## config.mk

```make
export PLATFORM = sky130hd
export DESIGN_NAME = ccff_loader_flat
export DESIGN_NICKNAME = d
export VERILOG_FILES = /design/src/rtl/ccff_loader_if.sv /design/src/rtl/ccff_loader.sv /design/src/flat_wrapper.sv
export SDC_FILE = /design/constraint.sdc
export NUM_CORES = 1
export LEC_CHECK = 0
export ABC_AREA = 1
export CORE_MARGIN = 5
export CORE_UTILIZATION = 50
export DETAILED_ROUTE_END_ITERATION = 16
export PLACE_DENSITY = 0.75
export REMOVE_ABC_BUFFERS = 1
export SLEW_MARGIN = 20
export SYNTH_ARGS = -nofsm -noshare
export SYNTH_HDL_FRONTEND = slang
export SYNTH_SLANG_ARGS = --single-unit
```

## constraint.sdc

```tcl
create_clock -name prog_clk -period 2.03 [get_ports prog_clk]
set_input_delay 0.406 -clock prog_clk [delete_from_list [all_inputs] [get_ports prog_clk]]
set_output_delay 0.406 -clock prog_clk [all_outputs]
set_load 0.02 [all_outputs]
```

## src/rtl/ccff_loader_if.sv

```systemverilog
`default_nettype none
// ============================================================================
// Module      : ccff_loader_if
// Description : Host-side bitstream handshake and chain-side outputs of the
//               configuration-chain loader.
// Revision    : 1.0
// ============================================================================
interface ccff_loader_if #(
   parameter int WORD_W = 8,
   parameter int CNT_W  = 16
);
   logic              start;
   logic [15:0]       crc_expected;
   logic [WORD_W-1:0] cfg_data;
   logic              cfg_valid;
   logic              cfg_ready;
   logic              ccff_head;
   logic              ccff_shift_en;
   logic              busy;
   logic              done;
   logic              crc_err;
   logic [CNT_W-1:0]  bit_cnt;

   modport master (
      output start, crc_expected, cfg_data, cfg_valid,
      input  cfg_ready, ccff_head, ccff_shift_en, busy, done, crc_err, bit_cnt
   );

   modport slave (
      input  start, crc_expected, cfg_data, cfg_valid,
      output cfg_ready, ccff_head, ccff_shift_en, busy, done, crc_err, bit_cnt
   );
endinterface
`default_nettype wire

```

## src/rtl/ccff_loader.sv

```systemverilog
`default_nettype none
// ============================================================================
// Module      : ccff_loader
// Description : Serialises bitstream words MSB-first onto the ccff chain head
//               and checks a CRC-16-CCITT over the shifted bits.
// Revision    : 1.0
// ============================================================================
module ccff_loader #(
   parameter int CHAIN_LEN = 1024,
   parameter int WORD_W    = 8,
   parameter int CNT_W     = 16
) (
   input  logic         prog_clk,
   input  logic         pReset,
   ccff_loader_if.slave bus
);
   localparam int              SC_W       = $clog2(WORD_W + 1);
   localparam logic [CNT_W-1:0] c_last_bit = CNT_W'(CHAIN_LEN - 1);
   localparam logic [SC_W-1:0]  c_full     = SC_W'(WORD_W);
   localparam logic [SC_W-1:0]  c_one      = SC_W'(1);
   localparam logic [15:0]      c_crc_poly = 16'h1021;
   localparam logic [15:0]      c_crc_init = 16'hFFFF;

   typedef enum logic [1:0] {
      IDLE  = 2'd0,
      LOAD  = 2'd1,
      CHECK = 2'd2,
      DONE  = 2'd3
   } state_t;

   state_t            r_state;
   state_t            w_next_state;
   logic [WORD_W-1:0] r_sreg;
   logic [SC_W-1:0]   r_sreg_cnt;
   logic              r_last_head;
   logic [CNT_W-1:0]  r_bit_cnt;
   logic [15:0]       r_crc;
   logic [15:0]       r_crc_exp;
   logic              r_crc_err;

   logic              w_ready;
   logic              w_shift;
   logic              w_last;
   logic              w_start_load;
   logic              w_accept;
   logic              w_head;
   logic              w_fb;
   logic [15:0]       w_crc_next;

   // r_sreg_cnt counts the bits not yet shifted, including the one on the head
   assign w_head     = (r_sreg_cnt != '0) ? r_sreg[WORD_W-1] : r_last_head;
   assign w_fb       = r_crc[15] ^ w_head;
   assign w_crc_next = {r_crc[14:0], 1'b0} ^ (w_fb ? c_crc_poly : 16'h0000);
   assign w_accept   = bus.cfg_valid & w_ready;

   always_ff @(posedge prog_clk) begin
      if (pReset) r_state <= IDLE;
      else        r_state <= w_next_state;
   end

   always_comb begin
      w_next_state = r_state;
      w_ready      = 1'b0;
      w_shift      = 1'b0;
      w_last       = 1'b0;
      w_start_load = 1'b0;
      case (r_state)
         IDLE, DONE: begin
            if (bus.start) begin
               w_start_load = 1'b1;
               w_next_state = LOAD;
            end
         end
         LOAD: begin
            w_shift = (r_sreg_cnt != '0);
            w_last  = w_shift && (r_bit_cnt == c_last_bit);
            // no new word once the final chain bit is on the head
            w_ready = (r_sreg_cnt == '0) ||
                      ((r_sreg_cnt == c_one) && (r_bit_cnt != c_last_bit));
            if (w_last) w_next_state = CHECK;
         end
         CHECK:   w_next_state = DONE;
         default: w_next_state = IDLE;
      endcase
   end

   always_ff @(posedge prog_clk) begin
      if (pReset) begin
         r_sreg      <= '0;
         r_sreg_cnt  <= '0;
         r_last_head <= 1'b0;
         r_bit_cnt   <= '0;
         r_crc       <= '0;
         r_crc_exp   <= '0;
         r_crc_err   <= 1'b0;
      end else begin
         if (w_start_load) begin
            r_crc_exp  <= bus.crc_expected;
            r_bit_cnt  <= '0;
            r_crc      <= c_crc_init;
            r_sreg_cnt <= '0;
            r_crc_err  <= 1'b0;
         end
         if (w_shift) begin
            r_sreg      <= r_sreg << 1;
            r_sreg_cnt  <= w_last ? '0 : (r_sreg_cnt - c_one);
            r_last_head <= w_head;
            r_bit_cnt   <= r_bit_cnt + CNT_W'(1);
            r_crc       <= w_crc_next;
         end
         // a refill on the last buffered bit overrides the shift bookkeeping
         if (w_accept) begin
            r_sreg     <= bus.cfg_data;
            r_sreg_cnt <= c_full;
         end
         if (r_state == CHECK) r_crc_err <= (r_crc != r_crc_exp);
      end
   end

   assign bus.cfg_ready     = w_ready;
   assign bus.ccff_head     = w_head;
   assign bus.ccff_shift_en = w_shift;
   assign bus.busy          = (r_state == LOAD) || (r_state == CHECK);
   assign bus.done          = (r_state == DONE);
   assign bus.crc_err       = r_crc_err;
   assign bus.bit_cnt       = r_bit_cnt;
endmodule
`default_nettype wire

```

## src/flat_wrapper.sv

```systemverilog
// flat-port wrapper written by rule: the top's interface ports become plain ports
module ccff_loader_flat 
#(
   parameter int CHAIN_LEN = 1024,
   parameter int WORD_W    = 8,
   parameter int CNT_W     = 16
)
  (prog_clk, pReset, bus_start, bus_crc_expected, bus_cfg_data, bus_cfg_valid, bus_cfg_ready, bus_ccff_head, bus_ccff_shift_en, bus_busy, bus_done, bus_crc_err, bus_bit_cnt);
  ccff_loader_if #(.WORD_W(WORD_W), .CNT_W(CNT_W)) bus_i ();
  input  logic prog_clk;
  input  logic pReset;
  input wire logic [$bits(bus_i.start)-1:0] bus_start;
  input wire logic [$bits(bus_i.crc_expected)-1:0] bus_crc_expected;
  input wire logic [$bits(bus_i.cfg_data)-1:0] bus_cfg_data;
  input wire logic [$bits(bus_i.cfg_valid)-1:0] bus_cfg_valid;
  output wire logic [$bits(bus_i.cfg_ready)-1:0] bus_cfg_ready;
  output wire logic [$bits(bus_i.ccff_head)-1:0] bus_ccff_head;
  output wire logic [$bits(bus_i.ccff_shift_en)-1:0] bus_ccff_shift_en;
  output wire logic [$bits(bus_i.busy)-1:0] bus_busy;
  output wire logic [$bits(bus_i.done)-1:0] bus_done;
  output wire logic [$bits(bus_i.crc_err)-1:0] bus_crc_err;
  output wire logic [$bits(bus_i.bit_cnt)-1:0] bus_bit_cnt;
  assign bus_i.start = bus_start;
  assign bus_i.crc_expected = bus_crc_expected;
  assign bus_i.cfg_data = bus_cfg_data;
  assign bus_i.cfg_valid = bus_cfg_valid;
  assign bus_cfg_ready = bus_i.cfg_ready;
  assign bus_ccff_head = bus_i.ccff_head;
  assign bus_ccff_shift_en = bus_i.ccff_shift_en;
  assign bus_busy = bus_i.busy;
  assign bus_done = bus_i.done;
  assign bus_crc_err = bus_i.crc_err;
  assign bus_bit_cnt = bus_i.bit_cnt;
  ccff_loader #(.CHAIN_LEN(CHAIN_LEN), .WORD_W(WORD_W), .CNT_W(CNT_W)) u_core (.prog_clk(prog_clk), .pReset(pReset), .bus(bus_i));
endmodule
```

Yosys cells after proc, flatten, opt, wreduce, memory -nomap -nowiden

Cells that the tools add are included.

Input port bits: 28
Bits in registers: 64

Reductions and logical operators: 14
$add $sub $neg: 2
Mux-type cells: 22
Equality and inequality tests: 9
Bitwise gates (word level): 3

Operator list:

| operator                | number |
|---|---|
| $mux W16                | 4 |
| $add A16 B1 Y16 const B | 1 |
| $eq A16 B10 Y1 const B  | 1 |
| $mux W4                 | 4 |
| $mux W8                 | 2 |
| $ne A16 B10 Y1 const B  | 1 |
| $ne A16 B16 Y1          | 1 |
| $xor A16 B16 Y16        | 1 |
| $mux W13                | 1 |
| $mux W1                 | 8 |
| $pmux W2 S3             | 1 |
| $reduce_bool A2 Y1      | 3 |
| $eq A2 B2 Y1 const B    | 2 |
| $eq A4 B1 Y1 const B    | 1 |
| $logic_not A4 Y1        | 1 |
| $mux W2                 | 2 |
| $reduce_bool A4 Y1      | 1 |
| $reduce_or A2 Y1        | 2 |
| $sub A4 B1 Y4 const B   | 1 |
| $reduce_bool A3 Y1      | 1 |
| $eq A2 B1 Y1 const B    | 1 |
| $logic_and A1 B1 Y1     | 2 |
| $logic_not A2 Y1        | 1 |
| $logic_or A1 B1 Y1      | 2 |
| other kinds (5)         | 5 |

Longest topological paths before layout

Depth after elaboration: 6
Mapped depth: 12
Depth with buffers taken out: 11

Worst setup path after synthesis

OpenSTA, ideal clock, no wires.

Path type: flip-flop to output port
Start: register u_core.r_bit_cnt[0] (netlist: u_core.bus.bit_cnt[0])
End: output port bus_cfg_ready
Cell stages (with the launch flop): 9
Data required time: 1.624 ns
Slack: 0.233 ns
Data arrival time: 1.391 ns
Cell sequence: dfxtp_1 -> ha_1 -> nand2_1 -> nor2_1 -> nand2_1 -> nor2_1 -> nand2_2 -> nand2_1 -> nor2_1

Longest elaborated chain between the ends: 4

RTL lines:

| what                     | RTL line           | text |
|---|---|---|
| start: declaration       | ccff_loader.sv:36  | `logic [CNT_W-1:0] r_bit_cnt;` |
| start signal: assignment | ccff_loader.sv:108 | `r_bit_cnt <= r_bit_cnt + CNT_W'(1);` |
| $ne A16 B10 Y1           | ccff_loader.sv:79  | `((r_sreg_cnt == c_one) && (r_bit_cnt != c_last_bit));` |
| $logic_and A1 B1 Y1      | ccff_loader.sv:79  |  |
| $logic_or A1 B1 Y1       | ccff_loader.sv:78  | `w_ready = (r_sreg_cnt == '0) \|\|` |
| $mux W1                  | ccff_loader.sv:67  | `case (r_state)` |
| end: declaration         | flat_wrapper.sv:16 | `output wire logic [$bits(bus_i.cfg_ready)-1:0] bus_cfg_ready;` |

No other way between the ends.

Worst setup path after layout

Start: register u_core.r_sreg_cnt[1]
End: output port bus_cfg_ready

Longest elaborated chain between the ends: 4
Elaborated cells between the ends (all ways): 5
Classes of those cells: eq/ne: 1; mux: 1; reduce/logical: 3

RTL lines:

| what                     | RTL line           | text |
|---|---|---|
| start: declaration       | ccff_loader.sv:34  | `logic [SC_W-1:0] r_sreg_cnt;` |
| start signal: assignment | ccff_loader.sv:106 | `r_sreg_cnt <= w_last ? '0 : (r_sreg_cnt - c_one);` |
| start signal: assignment | ccff_loader.sv:114 | `r_sreg_cnt <= c_full;` |
| $eq A4 B1 Y1             | ccff_loader.sv:79  |  |
| $logic_and A1 B1 Y1      | ccff_loader.sv:79  |  |
| $logic_or A1 B1 Y1 (*)   | ccff_loader.sv:78  |  |
| $mux W1 (*)              | ccff_loader.sv:67  |  |

Mark *: on every way between the ends. The rest lies on a longest branch, timed or not.

==> flow_metrics.py <==
metrics = {
    "sta": {
        "tns_ns": 0,
        "max_freq_mhz": 513.9,
        "skew_ns": 0.01022,
        "final_max_slew_viol_count": 0,
        "setup_viol_count_final": 0,
        "hold_violations": 0,
        "slew_headroom_pct": 76.43,
        "period_share_pct": 95.85,
        "post-route-min-period_ns": 1.946,
        "holdWs_ns": 0.4729,
        "grt_setup_unrepaired": "yes",
        "tightest_slew_ns": 0.3510,
    },
    "critical_path": {
        "worstPathArrival_ns": 1.54,
        "required_ns": 1.62,
        "start_kind": "register",
        "cp-end-kind": "output pin",
        "critPathKind": "reg -> out",
        "cp_max_fo": 2,
    },
    "run_status": {
        "status": "finished clean",
    },
    "finish": {
        "num_antenna_cells": 0,
        "nets": 560,
        "fill_cells": 549,
        "area_growth_syn_to_layout_pct": 32.93,
        "ff_latch_area_um2": 1284,
        "fin_util_pct": 67.35,
        "layout_common_cells": "78 x nand2_1, 62 x dfxtp_1, 59 x inv_1, 46 x nor2_1, 45 x clkdlybuf4s50_1",
        "final_cells": 607,
        "drive_gt1_share_pct": 16.98,
        "multi_input_area_um2": 1624,
        "mostFrequentLayoutCell": "nand2_1",
    },
    "die": {
        "die_w_um": 89.76,
        "initial_core_util_pct": 50.67,
        "num_rows": 29,
        "core_area_um2": 6277,
        "die_area_um2": 8056,
        "io_pins": 50,
        "die_h_um": 89.76,
    },
    "global_route": {
        "antenna_found_initial": 0,
        "track_usage_pct": 19.96,
        "grt_overflow": 0,
        "grt_pass1_vias": 2968,
        "grt_max_degree": 46,
        "grt_pass1_wl_um": 13520,
    },
    "yosys": {
        "synth_cell_types": 40,
        "synth_top_family_by_area": "simple AND/OR/NAND/NOR gates",
        "yosysWarnings": 0,
        "synthAdderAreaFrac_pct": 2.754,
        "synth.area.mux_share_pct": 0,
        "synth-compound-area-share_pct": 16.44,
        "netlist_area_um2": 3181,
        "synthCells": 441,
        "synth-seq-cells": 64,
        "ys_top_cells_by_area": "dfxtp_1 40%, nand2_1 9.7%, inv_1 7.0%, nor2_1 5.8%, a21oi_1 5.4%",
        "yosys.area_share.simple_pct": 26.79,
        "synth_top_area_share_pct": 40.28,
        "synth_xor_area_share_pct": 3.580,
        "ys_seq_area_share_pct": 40.28,
        "syn_area_per_cell_um2": 7.212,
        "yosys.area.top_type": "dfxtp_1",
    },
    "pwr": {
        "p_per_area_nw_per_um2": 1138,
        "power_leakage_nw": 1.757,
        "vdd_drop_max_mv": 0.9189,
    },
    "place": {
        "placedCellCount": 590,
        "gp_congestion": 0.8604,
        "io_buffers": 49,
        "dpl.hpwl_um": 5557,
    },
    "clock_network": {
        "h-tree-depth": 3,
        "cts_buffer_depth": 2,
        "holdBufCountCts": 0,
        "cts_tree": "done",
        "insertion_delay_ns": 0.35,
        "clock_sinks": 64,
        "clk_pin_slew_ns": 0.07,
        "root_buffer": "clkbuf_8",
        "numCtsBuffers": 9,
    },
    "drt": {
        "drc": 0,
        "drtPass1Iterations": 5,
        "vias": 3150,
        "wire_per_inst_um": 13.13,
        "ant_nets": 0,
        "viasPerCell": 5.189,
        "wirelength_um": 7968,
        "drtIter0Drc": 160,
    },
    "run": {
        "maxCapViolations": 0,
    },
    "worst_hold_path": {
        "hp-class": "reg -> reg",
    },
}
[layout make-up]
type,instances,share of cell area [%]
inverters,62,5.564
repair buffers,89,19.09
clock inverters,6,1.036
clock buffers,10,3.255
flip-flops and latches,64,30.36
well taps,77,2.279
multi-input cells,299,38.41
[path summary, 6_finish.rpt]
kind	startpoint	endpoint	slack, ns	cells after the start
min reg2reg	u_core.r_sreg[0]	u_core.r_sreg[0]	0.47	2
max reg2reg	u_core.r_state[1]	u_core.r_crc[5]	0.12	12
max	u_core.r_sreg_cnt[1]	bus_cfg_ready	0.08	8
min	u_core.r_sreg[0]	u_core.r_sreg[0]	0.47	2
[synth_stat cells]
cell type	number
buf_2	4
buf_4	2
nor2_8	1
o21ai_4	1
and2_1	1
dfxtp_1	64
buf_6	2
nor2_4	1
nand4_1	11
clkbuf_1	6
o211ai_1	1
ha_1	7
nor4_1	1
nand2_2	2
clkinv_1	1
inv_2	1
inv_1	59
o221a_2	2
nand2_4	2
or2_2	1
a22oi_1	4
inv_4	1
nor3_2	1
xor2_1	4
nor2_2	3
buf_1	2
nor3_1	7
xnor2_1	9
a21oi_1	34
o22ai_2	1
a211oi_1	5
nand3_1	26
a221oi_1	2
a31oi_1	1
nand2_1	82
o21ai_1	4
o21ai_2	2
nor2_1	49
o21ai_0	33
nand4_2	1
[through the flow]
step / instance area (µm²) / total power (W) / setup WS [ns]
floorplan: 3093 / 0.003018 / -0.1268
global placement: 3998 / 0.003724 / -0.08766
detailed placement: 3998 / 0.003785 / -0.1125
CTS: 4175 / 0.004794 / 0.003435
global route: 4228 / 0.005151 / -0.003498
finish: 4228 / 0.004809 / 0.08421
[where the power goes]
part / internal, W / switching, W
Clock: 0.000477 / 0.000528
Sequential: 0.00158 / 0.000230
Combinational: 0.000855 / 0.00114
[logic make-up after synthesis]
| family | Yosys count |
|---|---|
| buffers and inverters | 78 |
| AND/OR/NAND/NOR | 189 |
| adder cells (fa/ha/maj) | 7 |
| AO/OA/AOI/OAI | 90 |
| XOR/XNOR | 13 |
| flip-flops | 64 |
[registers in the layout, summed over array words and instances (netlist names)]
signal              flops
u_core.bus.bit_cnt     16
u_core.bus.crc_err      1
u_core.r_crc           16
u_core.r_crc_exp       16
u_core.r_last_head      1
u_core.r_sreg           8
u_core.r_sreg_cnt       4
u_core.r_state          2
[what timing repair did]
action | CTS | global route
endpoints found under the setup margin | 4 | 5
setup buffers | 0 | 1
gates resized for setup | 14 | 16
pin swaps | 0 | 3
[metal layers]
metal | track usage, % | share of wire [%] | up-vias
li1 | - | - | 1605
met1 | 25.46 | 46 | 1451
met2 | 32.32 | 47 | 82
met3 | 3.840 | 4.8 | 12
met4 | 9.446 | 1.8 | 0
met5 | 0 | 0 | -
[worst max-delay path, stage by stage (launching register included)]
cell     delay, ns
dfxtp_1       0.31
inv_1         0.07
buf_4         0.12
ha_1          0.13
inv_1         0.06
o21ai_4       0.15
inv_1         0.08
nor2_4        0.14
buf_6         0.13
Power figures use the tool's default switching activity.
